File: config.mk
export PLATFORM = sky130hd
export DESIGN_NAME = spi_init_seq
export DESIGN_NICKNAME = d
export VERILOG_FILES = /design/src/rtl/spi_pkg.sv /design/src/rtl/spi_init_rom.sv /design/src/rtl/spi_init_seq.sv
export SDC_FILE = /design/constraint.sdc
export NUM_CORES = 1
export LEC_CHECK = 0
export CORE_AREA = 2 2 56 111
export DETAILED_ROUTE_END_ITERATION = 8
export DIE_AREA = 0 0 58 113
export PLACE_DENSITY = 0.79
export SYNTH_ARGS = -nofsm -noshare
export SYNTH_HDL_FRONTEND = slang
export SYNTH_SLANG_ARGS = --single-unit
File: constraint.sdc
create_clock -name clk_i -period 2.5 [get_ports clk_i]
set_clock_uncertainty 0.1 [all_clocks]
set_input_delay 0.25 -clock clk_i [delete_from_list [all_inputs] [get_ports clk_i]]
set_output_delay 0.25 -clock clk_i [all_outputs]
set_load 0.01 [all_outputs]
File: src/rtl/spi_pkg.sv
// Shared definitions for the SPI peripheral init sequencer.
// Holds the opcode constants, the ROM entry layout, the FSM state type and the
// default power-up script. A second script (index 1) is used for bring-up of the
// sequencer itself. It has zero-length delays and no END, so it exercises pc overflow.
package spi_pkg;

    localparam logic [1:0] OP_PIN = 2'd0;
    localparam logic [1:0] OP_CMD = 2'd1;
    localparam logic [1:0] OP_DLY = 2'd2;
    localparam logic [1:0] OP_END = 2'd3;

    // Pin vector layout is {vbat_n, vdd_n, res_n, dc}; supplies off, reset released.
    localparam logic [3:0] PINS_RESET = 4'b1110;

    typedef struct packed {
        logic [1:0]  op;
        logic [15:0] arg;
    } entry_t;

    typedef enum logic [2:0] {
        StIdle,
        StFetch,
        StExec,
        StWaitSpi,
        StWaitDly,
        StGap,
        StFin
    } state_e;

    function automatic entry_t mk_entry(input logic [1:0] op, input logic [15:0] arg);
        entry_t e;
        e.op  = op;
        e.arg = arg;
        return e;
    endfunction

    // Default OLED power-up script.
    function automatic entry_t init_rom(input int unsigned idx);
        entry_t e;
        case (idx)
            0:       e = mk_entry(OP_PIN, 16'h000A); // vdd_n=0
            1:       e = mk_entry(OP_DLY, 16'd1);
            2:       e = mk_entry(OP_PIN, 16'h0008); // res_n=0
            3:       e = mk_entry(OP_DLY, 16'd1);
            4:       e = mk_entry(OP_PIN, 16'h000A); // res_n=1
            5:       e = mk_entry(OP_CMD, 16'h00AE);
            6:       e = mk_entry(OP_CMD, 16'h008D);
            7:       e = mk_entry(OP_CMD, 16'h0014);
            8:       e = mk_entry(OP_PIN, 16'h0002); // vbat_n=0
            9:       e = mk_entry(OP_DLY, 16'd100);
            10:      e = mk_entry(OP_CMD, 16'h00AF);
            default: e = mk_entry(OP_END, 16'h0000);
        endcase
        return e;
    endfunction

    // Alternate script: even entries DLY 0, odd entries PIN ~idx, never END.
    function automatic entry_t alt_rom(input int unsigned idx);
        entry_t     e;
        logic [3:0] nib;
        nib = ~idx[3:0];
        if (idx[0] == 1'b0) begin
            e = mk_entry(OP_DLY, 16'h0000);
        end else begin
            e = mk_entry(OP_PIN, {12'h000, nib});
        end
        return e;
    endfunction

endpackage

File: src/rtl/spi_init_rom.sv
// Script ROM for spi_init_seq: combinational lookup of the packaged script.
// Ports:
//   addr_i  - step index (pc)
//   entry_o - {op, arg} entry at addr_i
module spi_init_rom
    import spi_pkg::*;
#(
    parameter int unsigned MaxSteps = 32,
    parameter int unsigned Script   = 0,
    parameter int unsigned PcW      = $clog2(MaxSteps)
) (
    input  logic [PcW-1:0] addr_i,
    output entry_t         entry_o
);

    always_comb begin
        if (Script == 1) begin
            entry_o = alt_rom(32'(addr_i));
        end else begin
            entry_o = init_rom(32'(addr_i));
        end
    end

endmodule

File: src/rtl/spi_init_seq.sv
// Scripted power-up sequencer for an SPI peripheral (e.g. an OLED panel).
// Walks the script ROM after a start pulse. It drives the ms delay timer and the SPI
// byte transmitter, and it drives the panel control pins. All outputs are registered.
// Ports:
//   clk_i, rst_ni            - clock, synchronous active-low reset
//   start_i                  - one-cycle run request (ignored while busy)
//   busy_o, done_o           - script running / script finished
//   dly_en_o, dly_ms_o       - delay timer enable and length
//   dly_done_i               - delay timer done level
//   spi_send_o, spi_data_o   - byte transmit request and byte
//   spi_done_i               - transmitter completion pulse
//   dc_o, res_n_o            - data/command select, peripheral reset (active low)
//   vdd_n_o, vbat_n_o        - logic / panel supply enables (active low)
module spi_init_seq
    import spi_pkg::*;
#(
    parameter int unsigned MaxSteps = 32,
    parameter int unsigned MsW      = 32,
    parameter int unsigned Script   = 0
) (
    input  logic           clk_i,
    input  logic           rst_ni,
    input  logic           start_i,
    output logic           busy_o,
    output logic           done_o,
    output logic           dly_en_o,
    output logic [MsW-1:0] dly_ms_o,
    input  logic           dly_done_i,
    output logic           spi_send_o,
    output logic [7:0]     spi_data_o,
    input  logic           spi_done_i,
    output logic           dc_o,
    output logic           res_n_o,
    output logic           vdd_n_o,
    output logic           vbat_n_o
);

    localparam int unsigned    PcW    = $clog2(MaxSteps);
    localparam logic [PcW-1:0] PcLast = PcW'(MaxSteps - 1);

    state_e         state_q, state_d;
    logic [PcW-1:0] pc_q, pc_d;
    logic           ovf_q, ovf_d;
    entry_t         entry_q, entry_d;
    entry_t         rom_entry;
    logic           busy_q, busy_d;
    logic           done_q, done_d;
    logic           dly_en_q, dly_en_d;
    logic [MsW-1:0] dly_ms_q, dly_ms_d;
    logic           spi_send_q, spi_send_d;
    logic [7:0]     spi_data_q, spi_data_d;
    logic [3:0]     pins_q, pins_d;
    logic           advance;

    spi_init_rom #(
        .MaxSteps(MaxSteps),
        .Script  (Script),
        .PcW     (PcW)
    ) u_rom (
        .addr_i (pc_q),
        .entry_o(rom_entry)
    );

    always_comb begin
        state_d    = state_q;
        pc_d       = pc_q;
        ovf_d      = ovf_q;
        entry_d    = entry_q;
        busy_d     = busy_q;
        done_d     = done_q;
        dly_en_d   = dly_en_q;
        dly_ms_d   = dly_ms_q;
        spi_send_d = spi_send_q;
        spi_data_d = spi_data_q;
        pins_d     = pins_q;
        advance    = 1'b0;

        unique case (state_q)
            StIdle, StFin: begin
                if (start_i) begin
                    pc_d    = '0;
                    ovf_d   = 1'b0;
                    busy_d  = 1'b1;
                    done_d  = 1'b0;
                    state_d = StFetch;
                end
            end
            StFetch: begin
                // Once the last entry has run, the script ends even without an END.
                entry_d = ovf_q ? mk_entry(OP_END, 16'h0000) : rom_entry;
                state_d = StExec;
            end
            StExec: begin
                case (entry_q.op)
                    OP_PIN: begin
                        pins_d  = entry_q.arg[3:0];
                        advance = 1'b1;
                    end
                    OP_CMD: begin
                        spi_send_d = 1'b1;
                        spi_data_d = entry_q.arg[7:0];
                        pins_d[0]  = entry_q.arg[8];
                        state_d    = StWaitSpi;
                    end
                    OP_DLY: begin
                        if (entry_q.arg != 16'h0000) begin
                            dly_en_d = 1'b1;
                            dly_ms_d = MsW'(entry_q.arg);
                            state_d  = StWaitDly;
                        end else begin
                            advance = 1'b1;
                        end
                    end
                    default: begin
                        busy_d  = 1'b0;
                        done_d  = 1'b1;
                        state_d = StFin;
                    end
                endcase
            end
            StWaitSpi: begin
                if (spi_done_i) begin
                    spi_send_d = 1'b0;
                    advance    = 1'b1;
                end
            end
            StWaitDly: begin
                if (dly_done_i) begin
                    dly_en_d = 1'b0;
                    state_d  = StGap;
                end
            end
            // One cycle with dly_en low lets the timer clear its done level.
            StGap: advance = 1'b1;
            default: state_d = StIdle;
        endcase

        if (advance) begin
            state_d = StFetch;
            if (pc_q == PcLast) begin
                ovf_d = 1'b1;
            end else begin
                pc_d = pc_q + 1'b1;
            end
        end
    end

    always_ff @(posedge clk_i) begin
        if (!rst_ni) begin
            state_q    <= StIdle;
            pc_q       <= '0;
            ovf_q      <= 1'b0;
            entry_q    <= '0;
            busy_q     <= 1'b0;
            done_q     <= 1'b0;
            dly_en_q   <= 1'b0;
            dly_ms_q   <= '0;
            spi_send_q <= 1'b0;
            spi_data_q <= '0;
            pins_q     <= PINS_RESET;
        end else begin
            state_q    <= state_d;
            pc_q       <= pc_d;
            ovf_q      <= ovf_d;
            entry_q    <= entry_d;
            busy_q     <= busy_d;
            done_q     <= done_d;
            dly_en_q   <= dly_en_d;
            dly_ms_q   <= dly_ms_d;
            spi_send_q <= spi_send_d;
            spi_data_q <= spi_data_d;
            pins_q     <= pins_d;
        end
    end

    assign busy_o     = busy_q;
    assign done_o     = done_q;
    assign dly_en_o   = dly_en_q;
    assign dly_ms_o   = dly_ms_q;
    assign spi_send_o = spi_send_q;
    assign spi_data_o = spi_data_q;
    assign vbat_n_o   = pins_q[3];
    assign vdd_n_o    = pins_q[2];
    assign res_n_o    = pins_q[1];
    assign dc_o       = pins_q[0];

endmodule

; ---- Word-level counts from Yosys, hierarchy flattened
; Memories as Yosys holds them, arrays and structs flattened. A register that Yosys moved wholly into a read port is not among the register bits.
; Cells that the tools add are included.
[classes]
add_sub_neg = 1
eq_ne = 23
muxes = 35
bitwise_logic = 2
reduce_logical = 20
[op_table]
columns = cell, count
row1 = 2-to-1 mux 18 bit, 2
row2 = 2-to-1 mux 5 bit, 4
row3 = 2-to-1 mux 1 bit, 16
row4 = nonzero test 16 bit, 1
row5 = one-hot mux 3 bit (5 select lines), 1
row6 = != test 2 bit (second input constant), 7
row7 = != test 3 bit (second input constant), 4
row8 = one-hot mux 1 bit (2 select lines), 6
row9 = AND reduction 5 bit, 2
row10 = equality test 3 bit (second input constant), 3
row11 = 2-to-1 mux 3 bit, 3
row12 = one-hot mux 3 bit (3 select lines), 1
row13 = AND reduction 3 bit, 3
row14 = nonzero test 2 bit, 4
row15 = equality test 3 x 2 -> 1 bit (second input constant), 2
row16 = AND reduction 2 bit, 3
row17 = OR reduction 2 bit, 3
row18 = adder 5 x 1 -> 5 bit (second input constant), 1
row19 = equality test 5 bit (second input constant), 1
row20 = 2-to-1 mux 4 bit, 1
row21 = != test 2 x 1 -> 1 bit (second input constant), 2
row22 = != test 4 bit (second input constant), 1
row23 = AND reduction 4 bit, 1
row24 = equality test 3 x 1 -> 1 bit (second input constant), 1
row25 = 7 further kinds, 8
[word_totals]
reg_bits = 59
romBits = 160
in_bits = 5
output_inout_bits = 48
word_cells = 96
mem_count = 1
[memory_table]
columns = name, depth, width, read_ports, rd_clocked_by_memory_dff, wr, line
row1 = (no name shown), 16, 10, 1, 1, 0, spi_pkg.sv:40  ; case (idx)

; ---- Logic depth before layout (Yosys ltp)
[depth]
word_depth = 6
mapped_depth = 11
mapped_depth_nobuf = 11

; ---- By module
; Synthesis repeated with hierarchy kept, for this count alone.
[unflattened]
cells_unflattened = 336
area_unflattened_um2 = 3034.2
[modules_own_cells]
columns = module, instances, cells_per_inst, area_per_inst_um2, seq_area_each_um2
row1 = spi_init_seq, 1, 289, 2670.1, 1181.1
row2 = spi_init_rom, 1, 47, 364.1, 0.0

; ---- Worst setup path before layout
; No wires, ideal clock.
[synth_timing]
path_type = register -> register
startpoint = register pc_q[0]
endpoint = register with a tool-made name
setup_ps = 75
arrival_ps = 2374
t_required_ps = 2325
path_slack_ps = -49
stages_incl_launch_ff = 11
n_path_buf = 1
period_less_slack_ps = 2549
path_cell_list = dfxtp_1 ha_1 and3_1 ha_1 nand2b_1 o211a_1 a221o_1 and2_1 buf_2 or2_1 o22ai_1
[synth_lines]
columns = item, line
row1 = start: declaration, spi_init_seq.sv:42  ; logic [PcW-1:0] pc_q, pc_d;
row2 = start signal: assignment, spi_init_seq.sv:163  ; pc_q <= pc_d;

==> impl_summary.md <==
Clock network
For the worst-skew pair, the clock arrives at the later sink with an insertion delay of 0.29 ns. The count of H-tree levels built during CTS is 2. TritonCTS built the clock tree. No sink is reached through more buffers than the 2 on the longest clock path. The master cell of the clock root buffer is clkbuf_16.

Counting the buffers created by CTS gives 5. The clock sink total is 53. The clock-pin slew reported for the worst setup and hold paths after clock tree synthesis is about 0.07 ns.

Power and ir drop
Across the VDD grid, the largest voltage drop is around 0.0009 V. The total power is 2.69 mW. Dividing total power by cell area gives a power density of approximately 840 nW/um^2.

The leakage power of the design is 1.30 nW.

Setup path
STA classifies the critical path endpoint as a register. The critical path goes through ha_1 -> and3_1 -> ha_2 -> a211o_1 -> o211a_1 -> a221o_1 -> and2_4 -> or2_1 -> o22ai_1. The biggest fanout along the worst timing path is 8. The stage delay of the slowest cell on the critical path is roughly 0.37 ns. The cell at the slowest stage of the critical path is a221o_1. The startpoint class of the critical path is a register.

Data on the critical path is required at its endpoint by between 2 and 3 ns. The worst setup path is of the register to register kind. The kind of cell with the highest combined delay along the critical path is compound AO/OA/AOI/OAI gates. The critical path runs through a total of 9 cells.

The worst endpoint data arrival time is approximately 2.6 ns. The depth of the worst register-to-register path is 9. The total buffers and inverters traversed by the critical path is 0.

Synthesis
The mapped netlist covers between 2000 and 3000 um^2. Synthesis instantiated just over 50 different standard cells from the library. For this run, asynchronously set or reset flops after synthesis account for 0%. The main flop type after synthesis is dfxtp_1. For this run, the register share of the synthesized area comes to 41.4%. In this run, synthesis inferred 0 flip-flops with an integrated enable. The post-synthesis instance total is roughly 300.

The number of synthesized register bits is 53. After synthesis, the mean cell area works out to ~8.7 um^2. Yosys printed 0 warnings.

Drt
The routed length per instance is approximately 14 um. Before antenna repair, the detailed router went through 4 iterations. Summed over all layers, the routed wires come to ~5600 um.

The remaining design rule violation count is 0. After the first detailed-routing iteration, the DRC count stood at 55. The via count is 2,127. The detail-routed via count per cell is 5.20. The post-route antenna net violation count is 0.

Outcome
The flow ran to the end, and the final reports show no timing, DRC or antenna violations.

Worst hold path
The path class of the tightest hold or removal check is register to register. Counting instances, the worst hold path has a depth of 2.

GRT
The via count of the first global-routing pass is around 2,000. The global-route wire length before repair is between 9000 and 10,000 um. The number of antenna violations at the first check in global routing was 0.

Global routing used between 15 and 20% of the available tracks. Entering global routing, the biggest net connects 30 pins. The overall overflow remaining after global route is 0.

Timing
The number of hold violations in the final report is 0. The number of max-slew violations in the final report is 0. Setup repair after global routing left no endpoint under its margin. The number of failing setup endpoints in the final timing report is 0. The share of the clock period used by the worst path after layout is between 90% and 100%. Headroom to the max-slew limit came out at between 60% and 70%. At the pin with the least slew margin, the transition time is 0.580 ns. For this run, the top clock speed supported by timing is between 0.4 and 0.5 GHz. The time the worst path needs with I/O delays and setup is around 2.4 ns.

Floorplan
The floorplan die height is roughly 110 um. Once the floorplan was initialized, standard cells occupied between 40% and 50% of the core. The floorplan step set the die width to 58 um. During I/O placement, the number of pins put on the boundary was 53. The total die area is around 6600 um^2. After floorplanning, the core was divided into 39 placement rows. After floorplanning, the core was sized to cover roughly 5700 um^2.

Finish
The library cells used most frequently in the layout, excluding fill and tap cells, are 51 x dfxtp_1, 39 x nand2_1, 33 x buf_4. After filler insertion, the fill cell instance count of the layout stands at roughly 510. The most common library cell in the layout ignoring fill and taps is dfxtp_1.

The signed area change from the synthesized netlist to the final layout is 24.3%. In the final design database the tool counted 358 nets. The fraction of final layout cells with drive strength greater than 1 is approximately 16%. Once layout is complete, the utilization of the core stands at a little under three fifths. The repair_antennas step left the layout with diodes totalling 0.

Run
The number of max-cap violations is 0.

Placed design
At the end of routability-driven placement, the weighted congestion stood at just under 0.9. In this run the tool buffered the top-level ports with 28 buffer cells. The estimated wirelength of the detail-placed design is roughly 4200 um.
worst paths after layout:
| path | start | endpoint | slack, ns |
|---|---|---|---|
| setup reg to reg | pc_q[0] | register | 0.06 |
| hold / removal | dly_en_o | dly_en_o | 0.35 |
| setup / recovery | pc_q[0] | register | 0.06 |
| hold reg to reg | dly_en_o | dly_en_o | 0.35 |
worst reg2reg max path, delay by kind of cell (launching register included):
family | cells | cell delay, ns
simple gates | 3 | 0.64
compound gates | 4 | 0.91
flops | 1 | 0.32
fa+ha+maj | 2 | 0.41
cell usage after synthesis (5+ instances only):
cell	count	area share, %
nor2_1	15	2.2
nand2_1	39	5.7
nand3_1	23	4.5
a21boi_0	15	4.4
nand2b_1	7	1.7
buf_4	24	7.0
mux2i_1	14	5.5
inv_1	6	0.88
o21ai_0	6	1.2
dfxtp_1	53	41
nor2b_1	12	2.9
clkbuf_1	9	1.3
ha_1	6	2.9
buf_2	5	0.98
a21oi_1	12	2.3
cells by family (layout without fill, tap and decap cells):
group	after synthesis	after routing	share of synthesized area (%)
simple gates	118	118	24.0
xor+xnor	2	2	0.683
flops	53	53	41.4
fa+ha+maj	6	6	2.93
compound gates	55	55	15.1
other cells	1	24	0.146
mux	14	14	5.46
buf+inv	45	76	10.3
power breakdown:
group	total, mW	switching, mW	internal [mW]	leakage (nW)
combinational	0.976	0.521	0.455	0.803
sequential	1.03	0.0836	0.948	0.430
clock	0.683	0.311	0.372	0.0631
total	2.69	0.915	1.77	1.30
per-stage QoR:
step                area [um^2]  std cells  TNS [ns]  hold WS (ns)  worst slack (ns)
floorplan                  2650        317         0         0.340            0.0286
global route               3190        409         0         0.366          0.000523
global placement           3010        400  -0.00378         0.334          -0.00378
CTS                        3160        408         0         0.352           0.00435
detailed placement         3010        400    -0.225         0.340           -0.0848
finish                     3190        409         0         0.347            0.0637
timing repair:
action	CTS	global route
hold buffers	0	0
pin swaps	0	3
gates resized for setup	1	8
buffers inserted	0	1
endpoints found under the setup margin	1	7
gates cloned	0	0
cell type report:
cell class              instances  area [um^2]  share of cell area [%]
repair buffers                 61          528                    16.6
inverters                       7         26.3                   0.824
multi-input cells             219         1350                    42.4
well taps                      61         76.3                    2.39
clock inverters                 2         15.0                   0.471
clock buffers                   6          129                    4.04
flip-flops and latches         53         1060                    33.3
per-layer routing:
layer / routed length [um] / vias to the layer above / global-route usage [%] / part of all wire (%)
met2: 3150 / 56 / 33.4 / 56
li1: - / 1062 / - / -
met4: 182 / 0 / 10.5 / 3.2
met3: 200 / 11 / 4.11 / 3.6
met5: 0 / - / 0 / 0
met1: 2090 / 998 / 17.4 / 37
Power figures use the tool's default switching activity.
